--- src/rtl/q_result_drain_pkg.sv ---
// q_result_drain_pkg: shared sizes, FSM state type and requant defaults for the slice result drain.
package slices_pkg;
    localparam int N        = 64;
    localparam int Q_W      = 20;
    localparam int OUT_W    = 8;
    localparam int IDX_W    = $clog2(N);
    localparam int RQ_SHIFT = 4;
    localparam int RQ_RELU  = 1;
    typedef enum logic {IDLE, STREAM} state_t;
endpackage

--- src/rtl/q_result_drain_if.sv ---
// q_result_drain_if: bank input strobe plus valid/ready result stream of the drain.
interface q_result_drain_if;
    import slices_pkg::*;
    logic                   q_valid;
    logic [N*Q_W-1:0]       Q_total_flat;
    logic                   out_ready;
    logic                   clear_overrun;
    logic                   out_valid;
    logic [OUT_W-1:0]       out_data;
    logic [IDX_W-1:0]       out_idx;
    logic                   out_last;
    logic                   busy;
    logic                   overrun;
    modport master (
        output q_valid, Q_total_flat, out_ready, clear_overrun,
        input  out_valid, out_data, out_idx, out_last, busy, overrun
    );
    modport slave (
        input  q_valid, Q_total_flat, out_ready, clear_overrun,
        output out_valid, out_data, out_idx, out_last, busy, overrun
    );
endinterface

--- src/rtl/q_result_drain_requant.sv ---
// q_requant: arithmetic right shift, optional ReLU and signed saturation of one slice result.
module q_requant
    import slices_pkg::*;
#(
    parameter int SHIFT = RQ_SHIFT,
    parameter int RELU  = RQ_RELU
) (
    input  logic [Q_W-1:0]   q_i,
    output logic [OUT_W-1:0] d_o
);
    localparam logic signed [Q_W-1:0] MAXV = Q_W'(2 ** (OUT_W - 1) - 1);
    localparam logic signed [Q_W-1:0] MINV = ~MAXV;
    logic signed [Q_W-1:0] s, r;
    assign s   = $signed(q_i) >>> SHIFT;
    assign r   = (RELU != 0 && s < 0) ? '0 : s;
    assign d_o = r > MAXV ? OUT_W'(MAXV) : r < MINV ? OUT_W'(MINV) : r[OUT_W-1:0];
endmodule

--- src/rtl/q_result_drain.sv ---
// q_result_drain: snapshots a bank of slice MAC results and streams them out requantized, one slice per beat.
module q_result_drain
    import slices_pkg::*;
#(
    parameter int SHIFT = RQ_SHIFT,
    parameter int RELU  = RQ_RELU
) (
    input  logic         clk,
    input  logic         reset,
    q_result_drain_if.slave bus
);
    state_t           state_q, state_d;
    logic [IDX_W-1:0] idx_q, idx_d;
    logic [N*Q_W-1:0] bank_q, bank_d;
    logic             ovr_q, ovr_d;
    logic             last, hs, start, drop;
    // A bank arriving on the final handshake is taken without a bubble; any other mid-stream bank is dropped.
    always_comb begin
        last    = idx_q == IDX_W'(N - 1);
        hs      = state_q == STREAM && bus.out_ready;
        start   = bus.q_valid && (state_q == IDLE || (hs && last));
        drop    = bus.q_valid && state_q == STREAM && !(hs && last);
        state_d = start ? STREAM : (hs && last) ? IDLE : state_q;
        idx_d   = (start || (hs && last)) ? '0 : hs ? idx_q + 1'b1 : idx_q;
        bank_d  = start ? bus.Q_total_flat : bank_q;
        ovr_d   = drop || (ovr_q && !bus.clear_overrun);
    end
    always_ff @(posedge clk or posedge reset) begin
        if (reset) begin
            state_q <= IDLE;
            idx_q   <= '0;
            bank_q  <= '0;
            ovr_q   <= 1'b0;
        end else begin
            state_q <= state_d;
            idx_q   <= idx_d;
            bank_q  <= bank_d;
            ovr_q   <= ovr_d;
        end
    end
    assign bus.out_valid = state_q == STREAM;
    assign bus.busy      = state_q == STREAM;
    assign bus.out_last  = state_q == STREAM && last;
    assign bus.out_idx   = idx_q;
    assign bus.overrun   = ovr_q;
    q_requant #(.SHIFT(SHIFT), .RELU(RELU)) u_requant (
        .q_i (bank_q[Q_W*idx_q +: Q_W]),
        .d_o (bus.out_data)
    );
endmodule

--- src/flat_wrapper.sv ---
// flat-port wrapper written by rule: the top's interface ports become plain ports
module q_result_drain_flat import slices_pkg::*;
#(
    parameter int SHIFT = RQ_SHIFT,
    parameter int RELU  = RQ_RELU
)
  (clk, reset, bus_q_valid, bus_Q_total_flat, bus_out_ready, bus_clear_overrun, bus_out_valid, bus_out_data, bus_out_idx, bus_out_last, bus_busy, bus_overrun);
  q_result_drain_if bus_i ();
  input  logic clk;
  input  logic reset;
  input wire logic [$bits(bus_i.q_valid)-1:0] bus_q_valid;
  input wire logic [$bits(bus_i.Q_total_flat)-1:0] bus_Q_total_flat;
  input wire logic [$bits(bus_i.out_ready)-1:0] bus_out_ready;
  input wire logic [$bits(bus_i.clear_overrun)-1:0] bus_clear_overrun;
  output wire logic [$bits(bus_i.out_valid)-1:0] bus_out_valid;
  output wire logic [$bits(bus_i.out_data)-1:0] bus_out_data;
  output wire logic [$bits(bus_i.out_idx)-1:0] bus_out_idx;
  output wire logic [$bits(bus_i.out_last)-1:0] bus_out_last;
  output wire logic [$bits(bus_i.busy)-1:0] bus_busy;
  output wire logic [$bits(bus_i.overrun)-1:0] bus_overrun;
  assign bus_i.q_valid = bus_q_valid;
  assign bus_i.Q_total_flat = bus_Q_total_flat;
  assign bus_i.out_ready = bus_out_ready;
  assign bus_i.clear_overrun = bus_clear_overrun;
  assign bus_out_valid = bus_i.out_valid;
  assign bus_out_data = bus_i.out_data;
  assign bus_out_idx = bus_i.out_idx;
  assign bus_out_last = bus_i.out_last;
  assign bus_busy = bus_i.busy;
  assign bus_overrun = bus_i.overrun;
  q_result_drain #(.SHIFT(SHIFT), .RELU(RELU)) u_core (.clk(clk), .reset(reset), .bus(bus_i));
endmodule
--- config.mk ---
export PLATFORM = sky130hd
export DESIGN_NAME = q_result_drain_flat
export DESIGN_NICKNAME = d
export VERILOG_FILES = /design/src/rtl/q_result_drain_pkg.sv /design/src/rtl/q_result_drain_if.sv /design/src/rtl/q_result_drain_requant.sv /design/src/rtl/q_result_drain.sv /design/src/flat_wrapper.sv
export SDC_FILE = /design/constraint.sdc
export NUM_CORES = 2
export LEC_CHECK = 0
export BUFFER_PORTS_ARGS = -buffer_cell sky130_fd_sc_hd__buf_4
export CAP_MARGIN = 20
export CORE_AREA = 2 2 513 515
export CTS_BUF_LIST = sky130_fd_sc_hd__clkbuf_4
export DETAILED_ROUTE_END_ITERATION = 6
export DIE_AREA = 0 0 515 517
export MAX_ROUTING_LAYER = met4
export SLEW_MARGIN = 20
export SYNTH_ARGS = -nofsm -noshare
export SYNTH_HDL_FRONTEND = slang
export SYNTH_HIERARCHICAL = 1
export SYNTH_SLANG_ARGS = --single-unit
--- constraint.sdc ---
create_clock -name clk -period 53.7 [get_ports clk]
set_clock_uncertainty 0.05 [all_clocks]
set_input_delay 10.74 -clock clk [delete_from_list [all_inputs] [get_ports clk]]
set_output_delay 10.74 -clock clk [all_outputs]
set_load 0.01 [all_outputs]
## After elaboration in Yosys (flattened, before gate mapping)

Index checks and enable logic that the tools add are counted.

| storage, ports and cells | value |
|---|---|
| input bits | 1285 |
| ROM bits | 0 |
| output and inout port bits | 18 |
| flip-flop bits (word level) | 1288 |
| memory bits (writable) | 0 |
| latch bits | 0 |
| memories kept | 0 |

| operators by class | value |
|---|---|
| multipliers | 1 |
| equal/unequal tests | 1 |
| bitwise operators | 1 |
| div/mod/pow operators | 0 |
| shift operators | 1 |
| $add $sub $neg | 1 |
| muxes and demuxes | 7 |
| order comparisons | 3 |
| reductions and logical operators | 14 |

Operator list:

| kind | number |
|---|---|
| 1280-bit by 12-bit indexed part select with 20-bit output | 1 |
| 20-bit by 8-bit > comparator with 1-bit output, second input constant | 1 |
| 20-bit by 8-bit < comparator with 1-bit output, second input constant | 1 |
| 20-bit two-way mux | 1 |
| 16-bit by 1-bit < comparator with 1-bit output, second input constant | 1 |
| 8-bit two-way mux | 2 |
| 6-bit two-way mux | 2 |
| 3-bit by 6-bit multiplier with 9-bit output, first input constant | 1 |
| 1-bit logical AND | 7 |
| 6-bit by 1-bit adder with 6-bit output, second input constant | 1 |
| 6-bit == test, second input constant | 1 |
| 2-bit nonzero test | 2 |
| 1-bit logical OR | 3 |
| 1-bit logical NOT | 2 |
| 1-bit two-way mux | 2 |
| 1-bit inverter | 1 |

## Logic depth before layout (Yosys ltp)

| logic depth | value |
|---|---|
| depth in word-level cells | 7 |
| gate-level depth with buffers | 12 |

## Hierarchy

The synthesis kept the hierarchy.

Modules (own cells, without submodules):

| module | area each (sq um) | cells each | instances | seq. area each (sq um) |
|---|---|---|---|---|
| q_result_drain | 58676.3 | 6253 | 1 | 32230.9 |
| q_requant | 106.4 | 18 | 1 | 0.0 |

## Least setup slack after synthesis

OpenSTA, ideal clock, no wires.

| timing | value |
|---|---|
| kind | register to output |
| start | reg u_core.idx_q[0], in the netlist u_core/bus.out_idx[0] |
| end | out bus_out_data[0] |
| cell stages (with the launch flop) | 12 |
| arrival time | 2.775 ns |
| data required time | 42.910 ns |
| setup slack | 40.135 ns |
| cell sequence | dfrtp_1 -> buf_6 -> buf_6 -> buf_6 -> buf_4 -> mux4_2 -> a22oi_1 -> a21oi_1 -> a31oi_1 -> o21ai_1 -> nor4_2 -> a31oi_1 |

| on the way | value |
|---|---|
| longest elaborated chain between the ends | 7 |

RTL lines:

| what | RTL line | source |
|---|---|---|
| start: declaration | q_result_drain.sv:13 | `logic [IDX_W-1:0] idx_q, idx_d;` |
| start signal: assignment | q_result_drain.sv:36 | `idx_q <= idx_d;` |
| 3-bit by 6-bit multiplier with 9-bit output * | q_result_drain.sv:47 | `.q_i (bank_q[Q_W*idx_q +: Q_W]),` |
| 1280-bit by 12-bit indexed part select with 20-bit output * | q_result_drain.sv:47 |  |
| 16-bit by 1-bit < comparator with 1-bit output | q_result_drain_requant.sv:15 | `assign r = (RELU != 0 && s < 0) ? '0 : s;` |
| 20-bit two-way mux * | q_result_drain_requant.sv:15 |  |
| 20-bit by 8-bit < comparator with 1-bit output | q_result_drain_requant.sv:16 | `assign d_o = r > MAXV ? OUT_W'(MAXV) : r < MINV ? OUT_W'(MINV) : r[OUT_W-1:0];` |
| 8-bit two-way mux | q_result_drain_requant.sv:16 |  |
| 8-bit two-way mux * | q_result_drain_requant.sv:16 |  |
| end: declaration | flat_wrapper.sv:16 | `output wire logic [$bits(bus_i.out_data)-1:0] bus_out_data;` |

Mark *: on every way between the ends. The rest lies on a longest branch, timed or not.

## Worst setup path after layout

Ends and elaborated chain as after synthesis.

==> results.json <==
{
  "clock_sinks": 1032,
  "design_area_mm2": 0.0622,
  "port_buffers": 1045,
  "h-tree-depth": 5,
  "ant_nets": 0,
  "vias_per_cell": 4.15,
  "clk_root_buffer_cell": "clkbuf_4",
  "cts_hold_buf": 0,
  "first_global_vias": 42000,
  "hpwl_um": 175000,
  "drive_above_1_share": 0.293,
  "grt_use_total": 0.170,
  "num_io_pins": 1303,
  "die_h_um": 517,
  "syn_to_final_growth_pct": 30.9,
  "clockBufferDepth": 4,
  "cts_tree": "yes",
  "fin_tns_setup_ns": 0,
  "cp_max_fo": 38,
  "min_path_type": "register to register",
  "path_class": "register to output pin",
  "wl_per_cell_um": 23.1,
  "p_clk_frac": 0.405,
  "ir_drop_v": 0.0000208,
  "cp.arrival_ns": 7.05,
  "dpl-instance-area_mm2": 0.0582,
  "power.density_mw_per_mm2": 31.2,
  "die_area_mm2": 0.266,
  "vias": 40800,
  "cap_violations": 0,
  "clk_pin_slew_worst_paths_ns": 0.06,
  "avgSynthCellArea_um2": 9.30,
  "final_hold_viol_count": 0,
  "grt_overflow_total": 0,
  "final-setup-viol-count": 0,
  "cts_resized": 0,
  "worstPathRequired_ns": 42.91,
  "grt_first_pass_wirelength_um": 310000,
  "drc": 0,
  "antenna_found_initial": 96,
  "power.leakage_nw": 33.1,
  "power_switching_w": 0.000617,
  "synth_warnings": 6,
  "seqCellArea_mm2": 0.0258,
  "nets": 7411,
  "initial_core_util": 0.182,
  "layout_worst_path_cycle_share": 0.332,
  "intPower_w": 0.00132,
  "worst_slew_pin_slew_ns": 1.09,
  "multiInputGateArea_mm2": 0.0196,
  "slew_headroom": 0.273,
  "fillers": 28500,
  "p_sw_frac": 0.318,
  "combPwrFrac": 0.183,
  "period_needed_ns": 17.85,
  "syn_nets": 6401,
  "crit_path_end_kind": "output pin",
  "worst_skew_pair.late_latency_ns": 1.06,
  "firstDrtPassIters": 6,
  "coreArea_mm2": 0.261,
  "rsz0062_at_grt": "false",
  "die_w_um": 515,
  "num_rows": 188,
  "pwr-share-seq": 0.412,
  "grt_max_degree": 210,
  "post-cts-setup-buffers": 0,
  "slew_viol_final": 0,
  "gp_congestion": 0.915,
  "totalWireLength_um": 227000,
  "status": "completed",
  "synth_area_mm2": 0.0475,
  "numCtsBuffers": 305,
  "critPathLaunchType": "register",
  "netlist_instances": 5115,
  "max_freq_ghz": 0.0560,
  "first_iter_violations": 3154
}
-- through the flow --
| stage | utilization | cells | setup WS (ns) | hold slack (ns) | power, W |
|---|---|---|---|---|---|
| finish | 0.238 | 9821 | 35.86 | 0.415 | 0.00194 |
| detailed placement | 0.223 | 9237 | 36.72 | 0.407 | 0.00118 |
| global placement | 0.223 | 9237 | 36.76 | 0.402 | 0.00118 |
| global route | 0.238 | 9808 | 35.28 | 0.436 | 0.00204 |
| CTS | 0.238 | 9750 | 35.44 | 0.421 | 0.00199 |
| floorplan | - | 5115 | 13.87 | 0.387 | 0.000978 |
-- layout make-up --
| type | instances | share of cell area |
|---|---|---|
| diodes | 70 | 0.00282 |
| clock buffers | 427 | 0.0515 |
| clock inverters | 86 | 0.0101 |
| inverters | 11 | 0.000784 |
| multi-input cells | 3666 | 0.316 |
| flip-flops and latches | 1032 | 0.415 |
| well taps | 3420 | 0.0688 |
| repair buffers | 1109 | 0.135 |
-- per-layer routing --
metal / up-vias / wire, um / GRT usage
li1: 18600 / - / -
met1: 19900 / 92000 / 0.202
met2: 1834 / 101000 / 0.253
met3: 401 / 22500 / 0.0599
met4: 0 / 11300 / 0.0841
met5: - / 0 / -
-- cell usage in the layout (no fill, tap or decap), types with 16 or more instances in the layout --
master	n
mux4_2	233
clkbuf_4	427
buf_4	1102
a21oi_1	18
nand2_1	3093
o22ai_1	30
diode_2	70
clkinv_1	47
a31oi_1	22
o21ai_0	18
a22oi_1	32
mux2i_1	64
clkinv_2	16
mux2_2	28
a22o_1	17
dfrtp_1	1028
-- worst max-delay path, cell delays in order (launching register included) --
cell and delay, ns:
dfrtp_4 0.83, buf_4 0.66, buf_4 0.67, buf_4 0.74
mux4_2 0.72, mux4_2 0.63, nand4_1 0.14, o21ai_1 0.10
nor4_2 0.73, a31oi_1 0.28, buf_4 0.26
-- power groups by stage --
stage                     registers, W  clock network (W)  logic (W)
final                         0.000800           0.000786   0.000355
after detailed placement      0.000817                  0   0.000364
after global routing          0.000802           0.000860   0.000378
after floorplan               0.000798                  0   0.000180
after global placement        0.000816                  0   0.000363
after CTS                     0.000802           0.000820   0.000365
-- sequential cells by signal, summed over array words and instances (netlist names) --
| name | flops |
|---|---|
| u_core/bus.out_idx | 6 |
| u_core/bank_q | 1024 |
| u_core/bus.overrun | 1 |
| u_core/bus.busy | 1 |
-- worst paths after layout --
path / startpoint / slack, ns / cells past startpoint / endpoint
setup / recovery: u_core/bus.out_idx[0] / 35.86 / 10 / bus_out_data[0]
hold / removal: u_core/bank_q[778] / 0.41 / 2 / u_core/bank_q[778]
setup reg to reg: u_core/bus.out_idx[0] / 46.44 / 12 / u_core/bank_q[897]
hold reg to reg: u_core/bank_q[778] / 0.41 / 2 / u_core/bank_q[778]
max in group asynchronous: reset / 39.55 / 7 / u_core/bank_q[396]
min in group asynchronous: reset / 9.57 / 2 / u_core/bank_q[73]
(Power assumes the default switching activity.)
